File: src/rtl/l2_arb_pkg.sv
// Shared constants and width helpers for the L2 request arbiter.
// Optional feature macro: L2_REQ_ARB_ERR_EN (sticky per-tile stray-response error).
package l2_arb_pkg;

  localparam int L2_NSTRMS_DEF    = 64;
  localparam int L2_TILES_DEF     = 4;
  localparam int L2_MAX_OUTST_DEF = 4;

  // Stream index width within a tile; never narrower than one bit.
  function automatic int sid_width(input int spt);
    return (spt <= 1) ? 1 : $clog2(spt);
  endfunction

  // Outstanding counter width; must be able to hold MAX_OUTST itself.
  function automatic int cnt_width(input int max_outst);
    return $clog2(max_outst + 1);
  endfunction

endpackage

File: src/rtl/l2_tile_arb.sv
// One L2 tile: round-robin grant among its streams, credit-limited by an
// outstanding counter, one registered request slot, combinational response demux.
// Optional feature macro: L2_REQ_ARB_ERR_EN (adds err_o).
// Handshake rule: a transfer happens on a cycle where valid and ready are both 1;
// valid never depends on ready, and a presented request holds until accepted.
module l2_tile_arb
  import l2_arb_pkg::*;
#(
  parameter int SPT       = 16,
  parameter int MAX_OUTST = 4,
  localparam int SIDW     = sid_width(SPT),
  localparam int CNTW     = cnt_width(MAX_OUTST)
) (
  input  logic            clk,
  input  logic            reset,
  input  logic [SPT-1:0]  req_v_i,
  output logic [SPT-1:0]  req_r_o,
  output logic            out_v_o,
  input  logic            out_r_i,
  output logic [SIDW-1:0] out_sid_o,
  input  logic            rsp_v_i,
  output logic            rsp_r_o,
  input  logic [SIDW-1:0] rsp_sid_i,
  output logic [SPT-1:0]  strm_rsp_v_o,
  input  logic [SPT-1:0]  strm_rsp_r_i
`ifdef L2_REQ_ARB_ERR_EN
  ,output logic           err_o
`endif
);

  localparam int SW1 = SIDW + 1;

  logic            out_v_q, out_v_d;
  logic [SIDW-1:0] out_sid_q, out_sid_d;
  logic [SPT-1:0]  pend_q, pend_d;
  logic [CNTW-1:0] cnt_q, cnt_d;
  logic [SIDW-1:0] rr_q, rr_d;

  logic [SPT-1:0]  elig;
  logic            found;
  logic [SIDW-1:0] gnt_sid;
  logic [SW1-1:0]  idx_w;
  logic            rsp_hs, rsp_hit, slot_free, credit, grant;

  // Pick the first eligible stream at or after the RR pointer, wrapping.
  always_comb begin
    elig    = req_v_i & ~pend_q;
    found   = 1'b0;
    gnt_sid = '0;
    idx_w   = '0;
    for (int i = 0; i < SPT; i++) begin
      idx_w = {1'b0, rr_q} + SW1'(i);
      if (idx_w >= SW1'(SPT)) idx_w = idx_w - SW1'(SPT);
      if (!found && elig[idx_w[SIDW-1:0]]) begin
        found   = 1'b1;
        gnt_sid = idx_w[SIDW-1:0];
      end
    end
  end

  // A response returning a credit this cycle lets a grant proceed even when full.
  assign rsp_hs    = rsp_v_i & strm_rsp_r_i[rsp_sid_i];
  assign rsp_hit   = rsp_hs & pend_q[rsp_sid_i];
  assign slot_free = ~out_v_q | out_r_i;
  assign credit    = (cnt_q < CNTW'(MAX_OUTST)) | rsp_hit;
  assign grant     = slot_free & credit & found;
  assign rsp_r_o   = strm_rsp_r_i[rsp_sid_i];

  // One-hot request ready and response valid demux.
  always_comb begin
    req_r_o      = '0;
    strm_rsp_v_o = '0;
    for (int i = 0; i < SPT; i++) begin
      req_r_o[i]      = grant && (gnt_sid == SIDW'(i));
      strm_rsp_v_o[i] = rsp_v_i && (rsp_sid_i == SIDW'(i));
    end
  end

  // Next-state: output slot, pending vector, credit counter, RR pointer.
  always_comb begin
    out_v_d   = out_v_q;
    out_sid_d = out_sid_q;
    pend_d    = pend_q;
    cnt_d     = cnt_q;
    rr_d      = rr_q;
    if (grant) begin
      out_v_d   = 1'b1;
      out_sid_d = gnt_sid;
    end else if (out_r_i) begin
      out_v_d = 1'b0;
    end
    if (rsp_hit) pend_d[rsp_sid_i] = 1'b0;
    if (grant)   pend_d[gnt_sid]   = 1'b1;
    if (grant && !rsp_hit)      cnt_d = cnt_q + CNTW'(1);
    else if (!grant && rsp_hit) cnt_d = cnt_q - CNTW'(1);
    if (grant) rr_d = (gnt_sid == SIDW'(SPT - 1)) ? '0 : gnt_sid + SIDW'(1);
  end

  // State registers with synchronous active-low clear.
  always_ff @(posedge clk) begin
    if (!reset) begin
      out_v_q   <= 1'b0;
      out_sid_q <= '0;
      pend_q    <= '0;
      cnt_q     <= '0;
      rr_q      <= '0;
    end else begin
      out_v_q   <= out_v_d;
      out_sid_q <= out_sid_d;
      pend_q    <= pend_d;
      cnt_q     <= cnt_d;
      rr_q      <= rr_d;
    end
  end

  assign out_v_o   = out_v_q;
  assign out_sid_o = out_sid_q;

`ifdef L2_REQ_ARB_ERR_EN
  logic err_q, err_d;
  // Sticky flag for a response to a stream with nothing pending.
  always_comb err_d = err_q | (rsp_hs & ~pend_q[rsp_sid_i]);
  // Error register, cleared only by reset.
  always_ff @(posedge clk) begin
    if (!reset) err_q <= 1'b0;
    else        err_q <= err_d;
  end
  assign err_o = err_q;
`endif

endmodule

File: src/rtl/l2_req_arb.sv
// L2 request arbiter top: splits NSTRMS streams into TILES independent tiles
// and instantiates one l2_tile_arb per tile.
// Optional feature macro: L2_REQ_ARB_ERR_EN (adds o_err).
module l2_req_arb
  import l2_arb_pkg::*;
#(
  parameter int NSTRMS    = L2_NSTRMS_DEF,
  parameter int TILES     = L2_TILES_DEF,
  parameter int MAX_OUTST = L2_MAX_OUTST_DEF,
  localparam int SPT      = NSTRMS / TILES,
  localparam int SIDW     = sid_width(SPT)
) (
  input  logic                  clk,
  input  logic                  reset,
  input  logic [NSTRMS-1:0]     i_req_v,
  output logic [NSTRMS-1:0]     i_req_r,
  output logic [TILES-1:0]      o_tile_req_v,
  input  logic [TILES-1:0]      o_tile_req_r,
  output logic [TILES*SIDW-1:0] o_tile_req_sid,
  input  logic [TILES-1:0]      i_tile_rsp_v,
  output logic [TILES-1:0]      i_tile_rsp_r,
  input  logic [TILES*SIDW-1:0] i_tile_rsp_sid,
  output logic [NSTRMS-1:0]     o_rsp_v,
  input  logic [NSTRMS-1:0]     o_rsp_r
`ifdef L2_REQ_ARB_ERR_EN
  ,output logic [TILES-1:0]     o_err
`endif
);

  // Tile t owns streams t*SPT .. t*SPT+SPT-1.
  for (genvar t = 0; t < TILES; t++) begin : g_tile
    l2_tile_arb #(
      .SPT       (SPT),
      .MAX_OUTST (MAX_OUTST)
    ) u_tile (
      .clk          (clk),
      .reset        (reset),
      .req_v_i      (i_req_v[t*SPT +: SPT]),
      .req_r_o      (i_req_r[t*SPT +: SPT]),
      .out_v_o      (o_tile_req_v[t]),
      .out_r_i      (o_tile_req_r[t]),
      .out_sid_o    (o_tile_req_sid[t*SIDW +: SIDW]),
      .rsp_v_i      (i_tile_rsp_v[t]),
      .rsp_r_o      (i_tile_rsp_r[t]),
      .rsp_sid_i    (i_tile_rsp_sid[t*SIDW +: SIDW]),
      .strm_rsp_v_o (o_rsp_v[t*SPT +: SPT]),
      .strm_rsp_r_i (o_rsp_r[t*SPT +: SPT])
`ifdef L2_REQ_ARB_ERR_EN
      ,.err_o       (o_err[t])
`endif
    );
  end

endmodule

File: config.mk
export PLATFORM = sky130hd
export DESIGN_NAME = l2_req_arb
export DESIGN_NICKNAME = d
export VERILOG_FILES = /design/src/rtl/l2_arb_pkg.sv /design/src/rtl/l2_tile_arb.sv /design/src/rtl/l2_req_arb.sv
export SDC_FILE = /design/constraint.sdc
export NUM_CORES = 1
export LEC_CHECK = 0
export CORE_MARGIN = 2
export CORE_UTILIZATION = 57
export CTS_BUF_LIST = sky130_fd_sc_hd__clkbuf_8
export CTS_CLUSTER_DIAMETER = 50
export DETAILED_ROUTE_END_ITERATION = 10
export GPL_TIMING_DRIVEN = 0
export PLACE_DENSITY = 0.95
export SYNTH_ARGS = -nofsm -noshare
export SYNTH_HDL_FRONTEND = slang
export SYNTH_HIERARCHICAL = 1
export SYNTH_SLANG_ARGS = --single-unit
export TNS_END_PERCENT = 10
File: constraint.sdc
create_clock -name clk -period 7.17 [get_ports clk]
set_clock_uncertainty 0.05 [all_clocks]
set_input_delay 1.434 -clock clk [delete_from_list [all_inputs] [get_ports clk]]
set_output_delay 1.434 -clock clk [all_outputs]
set_load 0.1 [all_outputs]
==> results.tsv <==
stage	metric	value	unit
floorplan	start_util	0.580	
status	status	finished, violations left	
grt	grtUsageTotal	0.415	
placed_design	gp_congestion	1.08	
layout	layout-drive-gt1-share	0.236	
synthesis	syn_avg_cell_area	8.55	um^2
clock_tree	cts_made_buffers	9	
clock_tree	cts.sinks	112	
route	antenna_left	0	
synthesis	synth_area_leader_cell	mux4_2	
layout	stdcell_count	2902	
sta	maxSlewHeadroom	0.219	
setup_path	worstPathMaxFanout	8	
grt	grt_start_max_net_pins	17	
sta	finalSetupViolations	7	
setup_path	slowest_stage	mux4_2	
setup_path	crit_path_frequent_cell	mux4_2	
sta	setup_ws	-0.0356	ns
floorplan	row_count	65	
setup_path	critical_path.top_delay_family	simple AND/OR/NAND/NOR gates	
clock_tree	clockBufferDepth	2	
synthesis	synthesis.area	18400	um^2
route	post_drt_wl_per_cell	25.7	um
clock_tree	clock_latency	0.40	ns
status	violations	setup timing	
setup_path	cp-end-kind	output port	
sta	finalCritPeriodShare	1.00	
setup_path	path_buf_inv	4	
synthesis	synth_common_cells	nor2_1 (169), mux4_2 (125), dfxtp_1 (112)	
synthesis	ys_seq_elements	112	
synthesis	syn-instance-count	2154	
layout	antenna_cells	0	
setup_path	startpoint_type	input port	
synthesis	ys_seq_area_frac	0.122	
sta	rsz0062_at_grt	true	
clock_tree	h-tree-depth	3	
run	drv_cap	0	
route	num_vias	21400	
synthesis	yosysTopAreaCellShare	0.153	
synthesis	yosysMostFrequentCell	nor2_1	
floorplan	die_h	184	um
setup_path	cpPeakStageDelay	0.53	ns
clock_tree	cts_root_buf	clkbuf_8	
floorplan	io_pins	306	
setup_path	crit_type	input port to output port	
setup_path	crit_arrival	5.72	ns
placed_design	dp_hpwl	56.9	mm
sta	clock.fmax	139	MHz
sta	drv_slew	0	
route	vias_per_cell	7.37	
grt	antenna_found_initial	0	
sta	period_needed	7.21	ns
floorplan	die_w	184	um
synthesis	yosys_warnings	6	
route	routed_wl	74.5	mm
layout	final_nets	2704	
setup_path	cp.required	5.69	ns
layout	area_growth	28.0	%
synthesis	synth_edf_count	0	
sta	finalHoldViolCount	0	
setup_path	reg2reg_slack	1.08	ns
worst_hold_path	hold_path.class	flip-flop to flip-flop	
placed_design	portBuffers	297	
route	drt-pass1-iter-count	6	
placed_design	dp_slack	-1.93	ns
layout	final_util	0.743	
route	drcViolationCount	0	
floorplan	die_area	33800	um^2
grt	grt_first_pass_wirelength	111	mm
grt	first_global_vias	20000	
clock_tree	cts_tree	yes	
route	dr.first_iter.drc_count	2750	
clock_tree	clk_pin_slew	0.11	ns
sta	hold_ws	0.435	ns
synthesis	synth-main-ff-cell	dfxtp_1	
synthesis	syn_nets	2360	
synthesis	synth_cell_types	128	
clock_tree	cts-hold-fix-buffers	0	
setup_path	crit_chain	clkdlybuf4s50_1 -> nor2b_1 -> mux4_2 -> mux4_2 -> or3b_4 -> or3_1 -> buf_6 -> nor4_4 -> nand3b_1 -> a32oi_2 -> nor2_2 -> inv_2 -> ha_2 -> and3_4 -> buf_12	
grt	overflow	0	
synthesis	synthArstFlopShare	0	
placed_design	dpl.cell_count	2853	
floorplan	coreArea	31700	um^2
synthesis	synthTopCellsByArea	mux4_2 (15%), dfxtp_1 (12%), o21a_1 (4.3%)	
sta	worstMarginPinSlew	1.16	ns
==> layout by cell type, fill, tap and decap left out, drive strengths merged, types with 25 or more instances in the layout <==
master         synthesis  routed
o22ai                 30      30
inv                   70      74
buf                   77     166
nand3b                40      40
mux2i                 71      71
mux2                  28      28
nor2b                 73      73
nor3b                 28      28
xnor2                 37      37
clkbuf                67      83
a21oi                 97      97
ha                    48      48
nor4bb                38      38
o21a                 106     106
o2111ai               31      31
o21ai                 89      89
nand4                 37      37
dfxtp                112     112
and3                  29      29
nor4                  56      56
nand2                104     104
mux4                 128     128
and2                  26      26
or2                   25      25
nand3                 32      32
nor3                  41      41
nand2b                81      81
clkdlybuf4s50          0     217
nor2                 172     172
==> metal layers <==
metal / GRT usage / routed length (um) / part of all wire / up-vias
met3: 0.0701 / 7920 / 0.11 / 294
met5: 0 / 0 / 0 / -
li1: - / - / - / 9124
met1: 0.538 / 28200 / 0.38 / 10400
met2: 0.681 / 34400 / 0.46 / 1625
met4: 0.182 / 3930 / 0.053 / 0
==> cell type report <==
type	count	area [um^2]
Multi-Input combinational cell	1820	16000
Fill cell	2265	8160
Timing Repair Buffer	337	3470
Sequential cell	112	2250
Buffer	140	823
Tap cell	402	503
Inverter	78	314
Clock buffer	9	124
Clock inverter	4	72.6
==> kinds of logic (layout without fill, tap and decap cells) <==
logic type	count (synthesis)	in the layout	synth area share
mux	227	227	0.214
xor+xnor	58	58	0.0292
buf+inv	222	568	0.0580
flops	112	112	0.122
fa+ha+maj	52	52	0.0370
compound gates	595	595	0.239
simple gates	888	888	0.301
==> worst min-delay path, cell delays in order (launching register included) <==
cell	delay [ns]
dfxtp_1	0.33
nand2_1	0.06
a21oi_1	0.06
==> repair_timing <==
item,4_1_cts,5_1_grt
cloned,1,0
endpoints found under the hold margin,0,0
buffers inserted,8,31
pin swaps,9,32
gates resized for setup,509,186
endpoints found under the setup margin,64,64
==> path summary, 6_finish.rpt <==
| kind | startpoint | end | depth (start not counted) |
|---|---|---|---|
| worst min-delay path | g_tile[3].u_tile/out_sid_o[2] | g_tile[3].u_tile/out_sid_o[2] | 2 |
| worst max register to register | g_tile[0].u_tile/rr_q[1] | g_tile[0].u_tile/cnt_q[2] | 18 |
| worst max-delay path | i_req_v[14] | i_req_r[1] | 15 |
| worst min register to register | g_tile[3].u_tile/out_sid_o[2] | g_tile[3].u_tile/out_sid_o[2] | 2 |
==> flip-flops by register name, summed over array words and instances, names as in the netlist <==
register / cells
g_tile.u_tile/pend_q: 64
g_tile.u_tile/out_sid_o: 16
g_tile.u_tile/rr_q: 16
g_tile.u_tile/cnt_q: 12
g_tile.u_tile/out_v_o: 4
==> stage by stage <==
stage / setup TNS, ns / area (um^2)
after global placement: -79.02 / 21900
after detailed placement: -84.27 / 21900
final: -0.112 / 23600
after floorplan: -4.35 / 18400
after global routing: -1.27 / 23600
after CTS: -0.278 / 22600
Power is left out: the tool's default activity adds up to more than one toggle a clock period on the data nets, which glitch-free logic cannot reach.
